==> src/rtl/up_down_seq.sv <==
// -----------------------------------------------------------------------------
// up_down_seq
//
// Sweep sequencer that drives a plain 4-bit up/down counter through one of
// two waveforms between a lower and an upper bound:
//   saw      : lo -> hi, reload lo, repeated cfg_cycles times
//   triangle : lo -> hi -> lo, repeated cfg_cycles round trips
//
// The counter has no enable. Whenever the controller wants the counter to
// stand still, it asserts load with in equal to the value it is parked at.
//
// Ports
//   clk        in   1  sole clock, rising edge
//   rst        in   1  asynchronous, active-high reset
//   start      in   1  request a sweep (sampled only while idle)
//   abort      in   1  stop an active sweep; counter freezes at current value
//   cfg_lo     in   4  sweep lower bound, unsigned
//   cfg_hi     in   4  sweep upper bound, unsigned
//   cfg_mode   in   1  0 = saw, 1 = triangle
//   cfg_cycles in   4  passes (saw) or round trips (triangle), must be != 0
//   ct         in   4  current counter value
//   load       out  1  counter load strobe
//   ud         out  1  counter direction, 1 = up
//   in         out  4  counter load value
//   busy       out  1  high while a sweep is in progress
//   done       out  1  one-cycle pulse on normal completion
//   err        out  1  one-cycle pulse, the cycle after a rejected start
// -----------------------------------------------------------------------------
module up_down_seq (
  input  logic       clk,
  input  logic       rst,
  input  logic       start,
  input  logic       abort,
  input  logic [3:0] cfg_lo,
  input  logic [3:0] cfg_hi,
  input  logic       cfg_mode,
  input  logic [3:0] cfg_cycles,
  input  logic [3:0] ct,
  output logic       load,
  output logic       ud,
  output logic [3:0] in,
  output logic       busy,
  output logic       done,
  output logic       err
);

  typedef enum logic [2:0] {
    S_IDLE = 3'd0,
    S_LOAD = 3'd1,
    S_UP   = 3'd2,
    S_DOWN = 3'd3,
    S_DONE = 3'd4
  } state_t;

  state_t     state_q, state_d;
  logic [3:0] park_q,  park_d;
  logic [3:0] rem_q,   rem_d;
  logic [3:0] lo_q,    lo_d;
  logic [3:0] hi_q,    hi_d;
  logic       mode_q,  mode_d;
  logic       err_q,   err_d;

  logic       load_s;
  logic       ud_s;
  logic [3:0] in_s;
  logic       busy_s;
  logic       done_s;
  logic       cfg_ok_s;
  logic       at_top_s;
  logic       at_bot_s;
  logic       last_s;

  // Configuration check applied to a start request
  always_comb begin
    cfg_ok_s = (cfg_lo <= cfg_hi) && (cfg_cycles != 4'd0);
  end

  // Window-edge detection. Using >= / <= instead of == means a counter that
  // somehow lands outside [lo, hi] is still treated as having reached the
  // edge, so the controller never commands a step past it (no 15->0 or 0->15).
  always_comb begin
    at_top_s = (ct >= hi_q);
    at_bot_s = (ct <= lo_q);
    last_s   = (rem_q == 4'd1);
  end

  // Next-state, bookkeeping and counter command decode
  always_comb begin
    state_d = state_q;
    park_d  = park_q;
    rem_d   = rem_q;
    lo_d    = lo_q;
    hi_d    = hi_q;
    mode_d  = mode_q;
    err_d   = 1'b0;
    load_s  = 1'b1;
    ud_s    = 1'b1;
    in_s    = park_q;
    busy_s  = 1'b0;
    done_s  = 1'b0;

    case (state_q)
      S_IDLE: begin
        if (start) begin
          if (cfg_ok_s) begin
            lo_d    = cfg_lo;
            hi_d    = cfg_hi;
            mode_d  = cfg_mode;
            rem_d   = cfg_cycles;
            state_d = S_LOAD;
          end else begin
            err_d   = 1'b1;
          end
        end else begin
          state_d = S_IDLE;
        end
      end

      S_LOAD: begin
        busy_s = 1'b1;
        if (abort) begin
          in_s    = ct;
          park_d  = ct;
          state_d = S_IDLE;
        end else begin
          in_s    = lo_q;
          state_d = S_UP;
        end
      end

      S_UP: begin
        busy_s = 1'b1;
        if (abort) begin
          in_s    = ct;
          park_d  = ct;
          state_d = S_IDLE;
        end else if (!at_top_s) begin
          load_s = 1'b0;
          ud_s   = 1'b1;
        end else if (mode_q && (lo_q != hi_q)) begin
          // Turn around; the count-down step happens on this same edge
          load_s  = 1'b0;
          ud_s    = 1'b0;
          state_d = S_DOWN;
        end else begin
          // Saw pass complete (a degenerate lo==hi triangle behaves the same)
          rem_d = rem_q - 4'd1;
          if (last_s) begin
            in_s    = hi_q;
            park_d  = hi_q;
            state_d = S_DONE;
          end else begin
            in_s    = lo_q;
            state_d = S_UP;
          end
        end
      end

      S_DOWN: begin
        busy_s = 1'b1;
        if (abort) begin
          in_s    = ct;
          park_d  = ct;
          state_d = S_IDLE;
        end else if (!at_bot_s) begin
          load_s = 1'b0;
          ud_s   = 1'b0;
        end else begin
          rem_d = rem_q - 4'd1;
          if (last_s) begin
            in_s    = lo_q;
            park_d  = lo_q;
            state_d = S_DONE;
          end else begin
            load_s  = 1'b0;
            ud_s    = 1'b1;
            state_d = S_UP;
          end
        end
      end

      S_DONE: begin
        done_s  = 1'b1;
        state_d = S_IDLE;
      end

      default: begin
        // Unreachable encodings: hold the counter and return to idle
        state_d = S_IDLE;
      end
    endcase
  end

  // State and configuration registers
  always_ff @(posedge clk or posedge rst) begin
    if (rst) begin
      state_q <= S_IDLE;
      park_q  <= 4'd0;
      rem_q   <= 4'd0;
      lo_q    <= 4'd0;
      hi_q    <= 4'd0;
      mode_q  <= 1'b0;
      err_q   <= 1'b0;
    end else begin
      state_q <= state_d;
      park_q  <= park_d;
      rem_q   <= rem_d;
      lo_q    <= lo_d;
      hi_q    <= hi_d;
      mode_q  <= mode_d;
      err_q   <= err_d;
    end
  end

  assign load = load_s;
  assign ud   = ud_s;
  assign in   = in_s;
  assign busy = busy_s;
  assign done = done_s;
  assign err  = err_q;

endmodule
==> config.mk <==
export PLATFORM = sky130hd
export DESIGN_NAME = up_down_seq
export DESIGN_NICKNAME = d
export VERILOG_FILES = /design/src/rtl/up_down_seq.sv
export SDC_FILE = /design/constraint.sdc
export NUM_CORES = 1
export LEC_CHECK = 0
export CAP_MARGIN = 20
export CORE_UTILIZATION = 58
export DETAILED_ROUTE_END_ITERATION = 10
export PLACE_DENSITY = 0.85
export SLEW_MARGIN = 20
export SYNTH_ARGS = -nofsm -noshare
export SYNTH_HDL_FRONTEND = slang
export SYNTH_SLANG_ARGS = --single-unit
==> constraint.sdc <==
create_clock -name clk -period 5.6 [get_ports clk]
set_input_delay 1.12 -clock clk [delete_from_list [all_inputs] [get_ports clk]]
set_output_delay 1.12 -clock clk [all_outputs]
set_load 0.01 [all_outputs]
After elaboration in Yosys (flattened, before gate mapping)
Cells that the tools add are included.
Storage, ports and cells
  register bits after elaboration: 21
  latch bits: 0
  RAM bits: 0
  ROM bits: 0
  bits of input ports: 21
  output and inout port bits: 9
  word-level logic and storage cells: 91
  memories: 0
Operators by class
  $add $sub $neg: 1
  $mul: 0
  divide/modulo/power cells: 0
  order comparisons: 3
  eq/ne operators: 19
  shifts and indexed selects: 0
  multiplexer cells: 50
  bitwise gates (word level): 0
  reductions and logical operators: 11
Operators by type and width (number)
  4-bit two-way mux: 20
  4-bit case mux with 3 select lines: 3
  3-bit two-way mux: 8
  2-bit != test (second input constant): 8
  1-bit two-way mux: 15
  3-bit != test (second input constant): 5
  3-bit case mux with 4 select lines: 1
  4-bit <= comparator: 2
  8-bit AND reduction: 1
  3-bit by 2-bit equality test with 1-bit output (second input constant): 2
  3-bit AND reduction: 2
  3-bit nonzero test: 2
  5-bit AND reduction: 1
  4-bit by 1-bit equality test with 1-bit output (second input constant): 1
  4-bit greater-or-equal comparator: 1
  4-bit != test: 1
  1-bit case mux with 2 select lines: 2
  4-bit nonzero test: 1
  4-bit by 1-bit subtractor with 4-bit output (second input constant): 1
  3-bit by 1-bit equality test with 1-bit output (second input constant): 1
  3-bit equality test (second input constant): 1
  3-bit logical NOT: 1
  3-bit OR reduction: 1
  1-bit logical AND: 2
  2-bit two-way mux: 1

Longest topological paths before layout
  depth in word-level cells: 6
  gate-level depth with buffers: 9
  mapped depth without buffers: 8

Least setup slack after synthesis
No wires, ideal clock.
  path type: input -> output
  from: in ct[2]
  to: out in[1]
  arrival time: 2.854 ns
  required time: 4.480 ns
  slack: 1.626 ns
  cell stages on the path: 8
  path buffers: 1
  cells stage by stage: ha_1 > o21a_1 > o21a_1 > a21boi_0 > buf_1 > o21ai_0 > a32o_1 > o2bb2ai_1
On the way
  word-level cells in the longest chain between the ends: 4
  elaborated cells on any way between the ends: 7
  classes of those cells: order compare (2); mux (5)
Ends and longest elaborated chain
  from (decl): line 38  | input logic [3:0] ct,
  4-bit <= comparator / 4-bit greater-or-equal comparator (equally long branches): line 83, 82
  4-bit two-way mux, on equally long branches (2 in a row)
  4-bit case mux with 3 select lines (*): line 102  | case (state_q)
  to (decl): line 41  | output logic [3:0] in,
Every way passes the cells marked *; elsewhere a longest branch is shown, timed or not.

Worst setup path after layout
  from: in ct[0]
  to: out in[1]
The elaborated chain is that of the path after synthesis.

==> metrics.cfg <==
[synthesis]
yosysUniqueCellTypes=49
synth-seq-cells=21
postSynth.asyncResetShare=1.00
ys_seq_area_frac=0.273
yosysTopAreaCell=dfrtp_1
yosys_warnings=0
synth_edf_count=0
synth_fp_nets=274
postSynthAreaPerCell_um2=8.06
synth_ff_type=dfrtp_1
synth_area_um2=1930
synthCells=239
yosysTopAreaCellShare=0.273
ys_top_cells_by_area=dfrtp_1, ha_1, o21ai_0

[clock_network]
cts_max_path_buffers=2
numCtsBuffers=3
cts_resized=0
cts_root_buffer=clkbuf_4
cts_tree=built
path_clk_slew_ns=0.13
cts_sinks=21
clk_latency_ns=0.31
htree_levels=1
cts_setup_buffers=0
cts_hold_buf=0

[final_layout]
fillers=271
nets=301
finalInstanceArea_um2=2270
diodes=0
postLayoutCoreUtil=0.733
layout-drive-gt1-share=0.0906
syn2layout_area_growth_pct=18.1
final_cells=309

[sta]
min_period_over_period=0.878
fin_setup_tns_ns=0
rsz0062_at_grt=false
slew_violations=0
fin_hold_ws_ns=0.564
worst_slack_ns=0.685
hold_viol_final=0
clock.fmax_mhz=203
clock_skew_ns=0.00765
worst_slew_pin_slew_ns=0.825
slew_headroom=0.450
setup_violations=0
min_period_ns=4.91

[place]
post-dp-hpwl_mm=3.63
dp.cells=305
dp_worst_setup_slack_ns=0.700
postPlaceCellArea_um2=2250
gp_routability_congestion=0.928
port_buffers=29

[floorplanning]
die_w_um=59.6
initial_core_util=0.621
die_area_um2=3560
die_h_um=59.6
core_area_um2=3100
row_count=20
ios=30

[hold_path]
hold_path_class=register to register

[job]
cap_violations=0

[routing]
drcViolationCount=0
routed_wl_mm=4.78
vias=1882
dr.pass1.iters=5
via_per_inst=6.09
ant_nets=0
detail_route.wl_per_cell_um=15.5
drtIter0Drc=201

[global_routing]
top_usage_layer=met2
grt_max_degree=25
use_met1=0.405
grt_pass1_wl_mm=7.99
track_usage=0.296
overflow=0
grt.met2_usage=0.465
grtUsageMet3=0.0633
grt_antenna_before_repair=0
grt_pass1_vias=1711

[worst_setup_path]
required_ns=4.48
worstPathMaxFanout=9
critPathLaunchType=input port
worst-setup-path-type=input port to output port
arrival_ns=3.79
endpoint_kind=output port

[run_status]
outcome=completed

[power]
total_power_mw=1.11
p_per_area_nw_per_um2=490
ir_drop_uv=282
leakagePower_nw=0.984

## cell families after synthesis
group | share of synthesized area
AOI/OAI and AO/OA | 0.238
xor gates and xnor gates | 0.0182
adders and majority gates | 0.0909
buffers and inverters | 0.0734
DFF | 0.273
muxes | 0.106
and+or+nand+nor | 0.201
## critical path, cell delays in order
cell	delay, ns
clkdlybuf4s50_1	0.53
inv_1	0.08
ha_1	0.28
nand2b_1	0.14
a2111oi_1	0.37
buf_4	0.19
nor3_4	0.07
mux2i_1	0.14
o21ai_0	0.16
o2bb2ai_1	0.14
clkdlybuf4s50_1	0.56
## placed cells by master (no fill, tap or decap), types with 3 or more instances in the layout
master / instances
mux2_2: 8
mux2i_1: 7
nand2_1: 23
nor2_1: 26
a211oi_1: 3
a21oi_1: 14
ha_1: 14
buf_4: 5
nand2b_1: 6
o21ai_0: 24
and2_1: 3
o221ai_1: 4
clkbuf_4: 3
o211ai_1: 4
o21a_1: 3
dfrtp_1: 21
clkdlybuf4s50_1: 29
inv_1: 21
xor2_1: 4
mux2_4: 3
## Yosys cell counts (4+ instances only)
cell type,n
inv_1,21
o221ai_1,4
clkbuf_1,7
nand2b_1,6
xor2_1,4
nor2_1,26
nand2_1,23
a21oi_1,14
mux2_2,8
o21ai_0,24
mux2i_1,7
ha_1,14
dfrtp_1,21
o211ai_1,4
## layer usage
metal	up-vias	part of all wire
li1	905	-
met1	869	0.43
met2	100	0.45
met3	8	0.097
met4	0	0.016
met5	-	0
## power by group
part	internal [mW]	total, mW	switching, mW
clock	0.0267	0.0780	0.0513
sequential	0.221	0.333	0.112
combinational	0.342	0.703	0.361
total	0.590	1.11	0.525
## cell type report
cell class	instances	area, µm²	share of cell area
Clock buffer	3	22.5	0.00990
Clock inverter	1	5.00	0.00220
Inverter	21	78.8	0.0347
Multi-Input combinational cell	185	1260	0.554
Sequential cell	21	526	0.231
Tap cell	44	55.1	0.0242
Timing Repair Buffer	34	328	0.144
## path summary, 6_finish.rpt
check	from	endpoint	slack (ns)	depth (start not counted)
max	ct[0]	in[1]	0.69	11
min in group asynchronous	rst	mode_q	1.25	2
max in group asynchronous	rst	park_q[3]	3.84	2
min reg2reg	mode_q	mode_q	0.56	1
max reg2reg	lo_q[2]	park_q[0]	2.87	6
min	mode_q	mode_q	0.56	1
## state kept, by name, summed over array words and instances (netlist names)
register,count
hi_q,4
lo_q,4
park_q,4
rem_q,4
state_q,3
err,1
mode_q,1
Power figures use the tool's default switching activity.
